File: config.mk
export PLATFORM = sky130hd
export DESIGN_NAME = pmem_burst_adaptor_flat
export DESIGN_NICKNAME = d
export VERILOG_FILES = /design/src/rtl/pmem_burst_adaptor_pkg.sv /design/src/rtl/pmem_burst_adaptor_if.sv /design/src/rtl/pmem_burst_adaptor.sv /design/src/flat_wrapper.sv
export SDC_FILE = /design/constraint.sdc
export NUM_CORES = 1
export LEC_CHECK = 0
export CAP_MARGIN = 20
export CORE_AREA = 2 2 274 276
export DETAILED_ROUTE_END_ITERATION = 6
export DIE_AREA = 0 0 276 278
export SYNTH_ARGS = -nofsm -noshare
export SYNTH_HDL_FRONTEND = slang
export SYNTH_SLANG_ARGS = --single-unit
File: constraint.sdc
create_clock -name clk -period 2.4 [get_ports clk]
set_input_delay 0.36 -clock clk [delete_from_list [all_inputs] [get_ports clk]]
set_output_delay 0.36 -clock clk [all_outputs]
set_load 0.02 [all_outputs]
File: src/rtl/pmem_burst_adaptor_pkg.sv
// Shared types and default sizes for the pmem burst adaptor (package pmem_pkg).
// Contents: pmem_state_e FSM encoding, default line/beat/address widths and
// the derived beat count used by the adaptor and its bus interface.
package pmem_pkg;

  localparam int unsigned DEF_LINE_W = 256;
  localparam int unsigned DEF_BEAT_W = 64;
  localparam int unsigned DEF_ADDR_W = 32;
  localparam int unsigned BEATS      = DEF_LINE_W / DEF_BEAT_W;

  typedef enum logic [1:0] {
    ST_IDLE     = 2'd0,
    ST_RD_BURST = 2'd1,
    ST_WR_BURST = 2'd2,
    ST_DONE     = 2'd3
  } pmem_state_e;

endpackage

File: src/rtl/pmem_burst_adaptor_if.sv
// Bus interface between the dcache controller, the burst adaptor and memory.
// Cache side: line_rd_i/line_wr_i/line_addr_i/line_wdata_i in,
//             line_rdata_o/line_resp_o out.
// Memory side: mem_rd_o/mem_wr_o/mem_addr_o/mem_wdata_o out,
//              mem_rdata_i/mem_resp_i in.
// Modports: slave = adaptor view, master = environment (cache + memory) view.
interface pmem_burst_adaptor_if #(
  parameter int unsigned LINE_W = pmem_pkg::DEF_LINE_W,
  parameter int unsigned BEAT_W = pmem_pkg::DEF_BEAT_W,
  parameter int unsigned ADDR_W = pmem_pkg::DEF_ADDR_W
);

  logic              line_rd_i;
  logic              line_wr_i;
  logic [ADDR_W-1:0] line_addr_i;
  logic [LINE_W-1:0] line_wdata_i;
  logic [LINE_W-1:0] line_rdata_o;
  logic              line_resp_o;
  logic              mem_rd_o;
  logic              mem_wr_o;
  logic [ADDR_W-1:0] mem_addr_o;
  logic [BEAT_W-1:0] mem_wdata_o;
  logic [BEAT_W-1:0] mem_rdata_i;
  logic              mem_resp_i;

  modport slave (
    input  line_rd_i, line_wr_i, line_addr_i, line_wdata_i, mem_rdata_i, mem_resp_i,
    output line_rdata_o, line_resp_o, mem_rd_o, mem_wr_o, mem_addr_o, mem_wdata_o
  );

  modport master (
    output line_rd_i, line_wr_i, line_addr_i, line_wdata_i, mem_rdata_i, mem_resp_i,
    input  line_rdata_o, line_resp_o, mem_rd_o, mem_wr_o, mem_addr_o, mem_wdata_o
  );

endinterface

File: src/rtl/pmem_burst_adaptor.sv
// pmem_burst_adaptor: turns one cache-line transfer into a BEATS-beat memory
// burst (line fill on read, write-back on write) with a single resp pulse.
// Ports:
//   clk, rst_n        clock, asynchronous active-low reset
//   bus (slave)       cache-side line request and memory-side burst signals
//   rd_bursts_o[31:0] completed read bursts, saturating   (PMEM_STATS_EN only)
//   wr_bursts_o[31:0] completed write bursts, saturating  (PMEM_STATS_EN only)
// Optional feature macro: PMEM_STATS_EN.
module pmem_burst_adaptor
  import pmem_pkg::*;
#(
  parameter int unsigned LINE_W = pmem_pkg::DEF_LINE_W,
  parameter int unsigned BEAT_W = pmem_pkg::DEF_BEAT_W,
  parameter int unsigned ADDR_W = pmem_pkg::DEF_ADDR_W
) (
  input  logic                  clk,
  input  logic                  rst_n,
`ifdef PMEM_STATS_EN
  output logic [31:0]           rd_bursts_o,
  output logic [31:0]           wr_bursts_o,
`endif
  pmem_burst_adaptor_if.slave   bus
);

  localparam int unsigned NBEATS = LINE_W / BEAT_W;
  localparam int unsigned CNT_W  = (NBEATS > 1) ? $clog2(NBEATS) : 1;
  localparam int unsigned OFS_W  = $clog2(LINE_W / 8);

  pmem_state_e       r_state, w_state_nxt;
  logic [CNT_W-1:0]  r_cnt, w_cnt_nxt;
  logic [LINE_W-1:0] r_wbuf;
  logic [LINE_W-1:0] r_rdata;
  logic [ADDR_W-1:0] r_addr;
  logic [BEAT_W-1:0] r_wdata, w_wdata_nxt;
  logic              r_mem_rd, w_mem_rd_nxt;
  logic              r_mem_wr, w_mem_wr_nxt;
  logic              r_resp, w_resp_nxt;
  logic              w_last;
  logic              w_accept_wr;
  logic              w_accept_rd;
  logic              w_unused_ofs;

  // Byte offset within the line plays no part in the burst address.
  assign w_unused_ofs = ^bus.line_addr_i[OFS_W-1:0];

  assign w_last      = (r_cnt == CNT_W'(NBEATS - 1));
  assign w_accept_wr = (r_state == ST_IDLE) && bus.line_wr_i;
  assign w_accept_rd = (r_state == ST_IDLE) && !bus.line_wr_i && bus.line_rd_i;

  // State register
  always_ff @(posedge clk or negedge rst_n) begin
    if (!rst_n) begin
      r_state <= ST_IDLE;
      r_cnt   <= '0;
    end else begin
      r_state <= w_state_nxt;
      r_cnt   <= w_cnt_nxt;
    end
  end

  // Next-state and beat counter; write wins when both requests are high
  always_comb begin
    w_state_nxt = r_state;
    w_cnt_nxt   = r_cnt;
    case (r_state)
      ST_IDLE: begin
        if (bus.line_wr_i)      w_state_nxt = ST_WR_BURST;
        else if (bus.line_rd_i) w_state_nxt = ST_RD_BURST;
      end
      ST_RD_BURST, ST_WR_BURST: begin
        if (bus.mem_resp_i) begin
          if (w_last) begin
            w_cnt_nxt   = '0;
            w_state_nxt = ST_DONE;
          end else begin
            w_cnt_nxt = r_cnt + CNT_W'(1);
          end
        end
      end
      ST_DONE: w_state_nxt = ST_IDLE;
      default: w_state_nxt = ST_IDLE;
    endcase
  end

  // Output decode from the next state so every output leaves a flop
  always_comb begin
    w_mem_rd_nxt = (w_state_nxt == ST_RD_BURST);
    w_mem_wr_nxt = (w_state_nxt == ST_WR_BURST);
    w_resp_nxt   = (w_state_nxt == ST_DONE);
    w_wdata_nxt  = r_wdata;
    // The buffer is not loaded yet on the accept cycle, so beat 0 comes from the input.
    if (w_accept_wr) begin
      w_wdata_nxt = bus.line_wdata_i[BEAT_W-1:0];
    end else if (w_state_nxt == ST_WR_BURST) begin
      w_wdata_nxt = r_wbuf[w_cnt_nxt*BEAT_W +: BEAT_W];
    end
  end

  // Output registers, line buffers and burst address
  always_ff @(posedge clk or negedge rst_n) begin
    if (!rst_n) begin
      r_mem_rd <= 1'b0;
      r_mem_wr <= 1'b0;
      r_resp   <= 1'b0;
      r_wdata  <= '0;
      r_addr   <= '0;
      r_wbuf   <= '0;
      r_rdata  <= '0;
    end else begin
      r_mem_rd <= w_mem_rd_nxt;
      r_mem_wr <= w_mem_wr_nxt;
      r_resp   <= w_resp_nxt;
      r_wdata  <= w_wdata_nxt;
      if (w_accept_wr) begin
        r_wbuf <= bus.line_wdata_i;
      end
      if (w_accept_wr || w_accept_rd) begin
        r_addr <= {bus.line_addr_i[ADDR_W-1:OFS_W], OFS_W'(0)};
      end
      if ((r_state == ST_RD_BURST) && bus.mem_resp_i) begin
        r_rdata[r_cnt*BEAT_W +: BEAT_W] <= bus.mem_rdata_i;
      end
    end
  end

  assign bus.mem_rd_o     = r_mem_rd;
  assign bus.mem_wr_o     = r_mem_wr;
  assign bus.line_resp_o  = r_resp;
  assign bus.mem_wdata_o  = r_wdata;
  assign bus.mem_addr_o   = r_addr;
  assign bus.line_rdata_o = r_rdata;

`ifdef PMEM_STATS_EN
  logic [31:0] r_rd_bursts;
  logic [31:0] r_wr_bursts;

  // Saturating completed-burst counters, bumped on entry to DONE
  always_ff @(posedge clk or negedge rst_n) begin
    if (!rst_n) begin
      r_rd_bursts <= '0;
      r_wr_bursts <= '0;
    end else begin
      if ((r_state == ST_RD_BURST) && (w_state_nxt == ST_DONE) && (r_rd_bursts != 32'hFFFF_FFFF))
        r_rd_bursts <= r_rd_bursts + 32'd1;
      if ((r_state == ST_WR_BURST) && (w_state_nxt == ST_DONE) && (r_wr_bursts != 32'hFFFF_FFFF))
        r_wr_bursts <= r_wr_bursts + 32'd1;
    end
  end

  assign rd_bursts_o = r_rd_bursts;
  assign wr_bursts_o = r_wr_bursts;
`endif

endmodule
File: src/flat_wrapper.sv
// flat-port wrapper written by rule: the top's interface ports become plain ports
module pmem_burst_adaptor_flat import pmem_pkg::*;
#(
  parameter int unsigned LINE_W = pmem_pkg::DEF_LINE_W,
  parameter int unsigned BEAT_W = pmem_pkg::DEF_BEAT_W,
  parameter int unsigned ADDR_W = pmem_pkg::DEF_ADDR_W
)
  (clk, rst_n, bus_line_rd_i, bus_line_wr_i, bus_line_addr_i, bus_line_wdata_i, bus_mem_rdata_i, bus_mem_resp_i, bus_line_rdata_o, bus_line_resp_o, bus_mem_rd_o, bus_mem_wr_o, bus_mem_addr_o, bus_mem_wdata_o);
  pmem_burst_adaptor_if #(.LINE_W(LINE_W), .BEAT_W(BEAT_W), .ADDR_W(ADDR_W)) bus_i ();
  input  logic clk;
  input  logic rst_n;
  input wire logic [$bits(bus_i.line_rd_i)-1:0] bus_line_rd_i;
  input wire logic [$bits(bus_i.line_wr_i)-1:0] bus_line_wr_i;
  input wire logic [$bits(bus_i.line_addr_i)-1:0] bus_line_addr_i;
  input wire logic [$bits(bus_i.line_wdata_i)-1:0] bus_line_wdata_i;
  input wire logic [$bits(bus_i.mem_rdata_i)-1:0] bus_mem_rdata_i;
  input wire logic [$bits(bus_i.mem_resp_i)-1:0] bus_mem_resp_i;
  output wire logic [$bits(bus_i.line_rdata_o)-1:0] bus_line_rdata_o;
  output wire logic [$bits(bus_i.line_resp_o)-1:0] bus_line_resp_o;
  output wire logic [$bits(bus_i.mem_rd_o)-1:0] bus_mem_rd_o;
  output wire logic [$bits(bus_i.mem_wr_o)-1:0] bus_mem_wr_o;
  output wire logic [$bits(bus_i.mem_addr_o)-1:0] bus_mem_addr_o;
  output wire logic [$bits(bus_i.mem_wdata_o)-1:0] bus_mem_wdata_o;
  assign bus_i.line_rd_i = bus_line_rd_i;
  assign bus_i.line_wr_i = bus_line_wr_i;
  assign bus_i.line_addr_i = bus_line_addr_i;
  assign bus_i.line_wdata_i = bus_line_wdata_i;
  assign bus_i.mem_rdata_i = bus_mem_rdata_i;
  assign bus_i.mem_resp_i = bus_mem_resp_i;
  assign bus_line_rdata_o = bus_i.line_rdata_o;
  assign bus_line_resp_o = bus_i.line_resp_o;
  assign bus_mem_rd_o = bus_i.mem_rd_o;
  assign bus_mem_wr_o = bus_i.mem_wr_o;
  assign bus_mem_addr_o = bus_i.mem_addr_o;
  assign bus_mem_wdata_o = bus_i.mem_wdata_o;
  pmem_burst_adaptor #(.LINE_W(LINE_W), .BEAT_W(BEAT_W), .ADDR_W(ADDR_W)) u_core (.clk(clk), .rst_n(rst_n), .bus(bus_i));
endmodule
Yosys cells after proc, flatten, opt, wreduce, memory -nomap -nowiden
Index checks and enable logic that the tools add are counted.

storage, ports and cells
  register bits = 610
  output and inout bits = 355
  logic and storage cells = 41
  bits of input ports = 357

operators by class
  $add $sub $neg = 2
  shifts and indexed selects = 3
  eq/ne operators = 7
  reduce and logical (&&, ||, !) cells = 9
  muxes and demuxes = 11

operator list
  operator                                                                   count
  256-bit bitwise mux                                                        1
  64-bit by 34-bit variable shift with 256-bit output, first input constant  1
  256-bit by 9-bit variable part select with 64-bit output                   1
  64-bit by 34-bit variable part select with 256-bit output                  1
  64-bit two-way mux                                                         2
  8-bit negator with 34-bit output                                           1
  2-bit two-way mux                                                          7
  2-bit equality test, second input constant                                 5
  2-bit one-hot mux with 3 select lines                                      1
  2-bit by 1-bit equality test with 1-bit output, second input constant      2
  1-bit logical AND                                                          4
  2-bit by 1-bit adder with 2-bit output, second input constant              1
  2-bit logical NOT                                                          1
  2-bit nonzero test                                                         1
  2-bit OR reduction                                                         1
  1-bit logical NOT                                                          1
  1-bit logical OR                                                           1

Logic depth before layout (Yosys ltp)
  word-level depth = 7
  mapped depth = 10
  depth with buffers taken out = 8

Worst setup path after synthesis
Ideal clock, no wire load.

  path type = register to register
  start = register u_core.r_cnt[0]
  end = register u_core.r_wdata[31] (netlist: u_core.bus.mem_wdata_o[31])
  data required time = 2.318 ns
  arrival = 2.049 ns
  stages on the path, launching flop included = 10
  setup slack = 0.269 ns
  library setup time = 0.082 ns
  buffers on the path = 2
  period minus slack after synthesis = 2.131 ns
  path through = dfrtp_1 inv_1 ha_1 nand3_1 buf_2 clkbuf_1 and3_1 a211oi_1 a311o_1 a31oi_1

between the ends
  word-level cells in the longest chain between the ends = 7
  elaborated cells on any way between the ends = 13
  those cells by class = add/sub (1); eq/ne (2); shift (1); mux (8); reduce/logical (1)

RTL lines
  element                                                                        line                                                text
  start: declaration                                                             pmem_burst_adaptor.sv:30                            logic [CNT_W-1:0] r_cnt, w_cnt_nxt;
  start signal: assignment                                                       pmem_burst_adaptor.sv:57                            r_cnt <= w_cnt_nxt;
  2-bit by 1-bit adder with 2-bit output or 2-bit equality test (tied branches)  pmem_burst_adaptor.sv:76, pmem_burst_adaptor.sv:46
  2-bit two-way mux                                                              pmem_burst_adaptor.sv:72                            if (w_last) begin
  2-bit two-way mux                                                              pmem_burst_adaptor.sv:71                            if (bus.mem_resp_i) begin
  2-bit two-way mux                                                              pmem_burst_adaptor.sv:65                            case (r_state)
  256-bit by 9-bit variable part select with 64-bit output                       pmem_burst_adaptor.sv:95                            w_wdata_nxt = r_wbuf[w_cnt_nxt*BEAT_W +: BEAT_W];
  64-bit two-way mux                                                             pmem_burst_adaptor.sv:94                            end else if (w_state_nxt == ST_WR_BURST) begin
  64-bit two-way mux                                                             pmem_burst_adaptor.sv:92                            if (w_accept_wr) begin
  end signal: assignment                                                         pmem_burst_adaptor.sv:113                           r_wdata <= w_wdata_nxt;
  end: declaration                                                               pmem_burst_adaptor.sv:34                            logic [BEAT_W-1:0] r_wdata, w_wdata_nxt;

Parallel ways exist; a longest one is shown, timed or not. The select of a mux whose other input is x is not followed.
A chain may end at the register's enable or synchronous reset.

Final worst setup path
  start = register u_core.r_state[1]
  end = register u_core.r_wdata[41] (netlist: u_core.bus.mem_wdata_o[41])

between the ends
  word-level cells in the longest chain between the ends = 6
  elaborated cells on any way between the ends = 17
  those cells by class = eq/ne (4); shift (1); mux (8); reduce/logical (4)

RTL lines
  element                                                                                line                      text
  start: declaration                                                                     pmem_burst_adaptor.sv:29  pmem_state_e r_state, w_state_nxt;
  start signal: assignment                                                               pmem_burst_adaptor.sv:56  r_state <= w_state_nxt;
  2-bit equality test or 2-bit by 1-bit equality test with 1-bit output (tied branches)  pmem_burst_adaptor.sv:65
  2-bit OR reduction                                                                     pmem_burst_adaptor.sv:65
  2-bit two-way mux                                                                      pmem_burst_adaptor.sv:65
  256-bit by 9-bit variable part select with 64-bit output                               pmem_burst_adaptor.sv:95
  64-bit two-way mux                                                                     pmem_burst_adaptor.sv:94
  64-bit two-way mux                                                                     pmem_burst_adaptor.sv:92

Parallel ways exist; a longest one is shown, timed or not. The select of a mux whose other input is x is not followed.

==> impl_metrics.py <==
metrics = {
    "status": {
        "status": "complete, but fails checks",
        "failed_checks": "DRC",
    },
    "timing": {
        "post-route-period-util_pct": 95.9,
        "finalClockSkew_ns": 0.0298,
        "slew_viol_final": 0,
        "hold_violations": 0,
        "period_minus_slack_ns": 2.30,
        "max_freq_ghz": 0.434,
        "hold_ws_ns": 0.288,
        "worst_pin_slew_ns": 0.703,
        "setup_viol": 0,
        "relSlewSlack_pct": 53.0,
        "grt_setup_unrepaired": "yes",
    },
    "yosys": {
        "synth.area.top_cells": "dfrtp_1 62%, nand2_1 14%, a22o_1 9.1%, a311o_1 2.6%, a211oi_1 1.9%",
        "synth_edf_count": 0,
        "ys_types": 33,
        "synth_seq_area_share_pct": 61.9,
        "postSynthAreaPerCell_um2": 10.5,
        "synth_ff_type": "dfrtp_1",
        "syn_area_um2": 24700,
        "async_flop_share_pct": 100,
        "yosysWarnings": 0,
        "synth_seq_cells": 610,
        "synth_largest_area_cell": "dfrtp_1",
        "synth_cells": 2353,
        "synth.top_cell.area_share_pct": 61.9,
    },
    "clock_network": {
        "cts_tree": "done",
        "cts_buffers": 70,
        "root_buffer": "clkbuf_16",
        "clk_latency_ns": 0.60,
        "clock_sinks": 610,
        "cts_buffer_depth": 3,
        "h-tree-depth": 3,
        "clk_pin_slew_ns": 0.06,
    },
    "floorplanning": {
        "fp.dieW_um": 276,
        "pin_count": 712,
        "coreArea_um2": 73800,
        "initial_utilization_pct": 33.4,
        "design.die.area_um2": 76700,
        "num_rows": 100,
        "fp.dieH_um": 278,
    },
    "setup_path": {
        "path_class": "register to register",
        "end_kind": "register",
        "startpoint_type": "register",
        "cp_max_fo": 16,
        "critPathRequiredTime_ns": 2.86,
        "arrival_ns": 2.76,
        "rr_worst_depth": 9,
    },
    "pwr": {
        "ir_drop_mv": 0.552,
        "cellPowerDensity_nw_per_um2": 1460,
        "p_leak_uw": 0.0167,
    },
    "global_routing": {
        "grt-ovfl-total": 0,
        "antenna_found_initial": 19,
        "grt_max_degree": 113,
        "groute.usage.overall_pct": 22.8,
        "grt_pass1_vias": 21861,
        "grt_pass1_wl_um": 137000,
    },
    "finish": {
        "mostFrequentLayoutCells": "898 x nand2_1, 700 x clkdlybuf4s50_1, 610 x dfrtp_1",
        "seqCellArea_um2": 15300,
        "nNetsFinal": 3413,
        "layout_commonest_cell": "nand2_1",
        "num-fill-cells": 6649,
        "fin_area_um2": 36000,
        "multiInputGateArea_um2": 8580,
        "drive_above_1_share_pct": 8.88,
        "area_growth_pct": 45.7,
    },
    "drt": {
        "routed_wl_um": 88600,
        "first_pass_iters": 7,
        "vias": 21133,
        "viasPerCell": 5.19,
        "drc_errors": 101,
        "drt_iter0_drc": 1672,
        "drtAntennaViolNets": 0,
        "wl_per_cell_um": 21.8,
    },
    "job": {
        "drv_cap": 0,
    },
    "placement": {
        "place_hpwl_um": 62500,
        "place_congestion": 0.906,
        "dpl-instance-area_um2": 33500,
        "port_buffers": 701,
    },
    "hold_path": {
        "holdPathStages": 3,
        "hp-class": "input pin to register",
    },
}
layout make-up:
class | instances | share of cell area [%]
Sequential cell | 610 | 42.5
Multi-Input combinational cell | 1543 | 23.9
Timing Repair Buffer | 815 | 23.5
Clock buffer | 90 | 5.45
Tap cell | 969 | 3.37
Clock inverter | 33 | 1.19
Inverter | 7 | 0.108
Antenna cell | 3 | 0.0209
per-layer routing:
metal / wire length, µm / GRT usage (%) / up-vias
met5: 64 / 0 / -
met4: 2460 / 7.26 / 10
met3: 6770 / 4.92 / 144
met2: 42700 / 37.8 / 909
met1: 36600 / 29.9 / 10544
li1: - / - / 9526
metrics by stage:
stage                     power, µW  setup WS, ns  util, %  TNS [ns]  std cells
after global placement        40700       -0.0762     45.3     -1.74       3942
after global routing          55500      -0.00301     48.7  -0.00586       4069
final                         52400        0.0983     48.7         0       4070
after floorplan               30200         0.269        -         0       2357
after detailed placement      41200        -0.125     45.3     -4.43       3942
after CTS                     52600        0.0110     48.6         0       4066
path summary, 6_finish.rpt:
| path | start | slack [ns] | endpoint |
|---|---|---|---|
| min in group asynchronous | rst_n | 0.32 | u_core.r_wbuf[233] |
| min | bus_line_wdata_i[170] | 0.29 | u_core.r_wbuf[170] |
| max in group asynchronous | rst_n | 1.14 | u_core.r_wbuf[133] |
| max | u_core.r_state[1] | 0.1 | u_core.bus.mem_wdata_o[41] |
| min reg2reg | u_core.r_wbuf[72] | 0.46 | u_core.r_wbuf[72] |
| max reg2reg | u_core.r_state[1] | 0.1 | u_core.bus.mem_wdata_o[41] |
synth_stat cells, types with 5 or more instances:
cell,instances
clkbuf_1,128
ha_1,9
mux2_2,27
inv_1,6
buf_6,13
nor3_1,64
nand3_1,5
and3_1,65
buf_2,47
nand2_1,899
dfrtp_1,610
a22o_1,256
a311o_1,64
buf_4,7
a211oi_1,64
a31oi_1,64
repair_timing:
item	in CTS	in global routing
buffers inserted	0	0
hold endpoints to repair	33	0
hold buffers	1	0
resized for setup	0	13
endpoints found under the setup margin	0	54
registers in the layout, summed over array words and instances, names as in the netlist:
register and cells:
u_core.bus.line_rdata_o 256, u_core.r_wbuf 256, u_core.bus.mem_wdata_o 64, u_core.bus.mem_addr_o 27, u_core.r_cnt 2, u_core.r_state 2
u_core.bus.line_resp_o 1, u_core.bus.mem_rd_o 1, u_core.bus.mem_wr_o 1
power by group:
group	internal [µW]	leakage, µW	switching [µW]
clock network	6750	0.00119	4360
registers	14800	0.00784	2770
logic	11100	0.00765	12600
total	32700	0.0167	19800
worst max-delay path: stages, from the launching register on:
cell and delay, ns:
dfrtp_1 0.37, inv_1 0.09, ha_1 0.36, a21bo_2 0.20, and2_4 0.21, clkinv_8 0.12
buf_12 0.18, a211oi_1 0.37, a311o_1 0.17, a31oi_1 0.09
kinds of logic (layout without fill, tap and decap cells):
family	after synthesis	in the layout	synth area share, %
other	1	8	0.0152
buffers and inverters	204	945	3.85
muxes	28	28	1.27
adders and majority gates	9	9	0.456
AOI/OAI and AO/OA	455	455	15.4
DFF	610	610	61.9
and+or+nand+nor	1046	1046	17.1
Power figures use the tool's default switching activity.
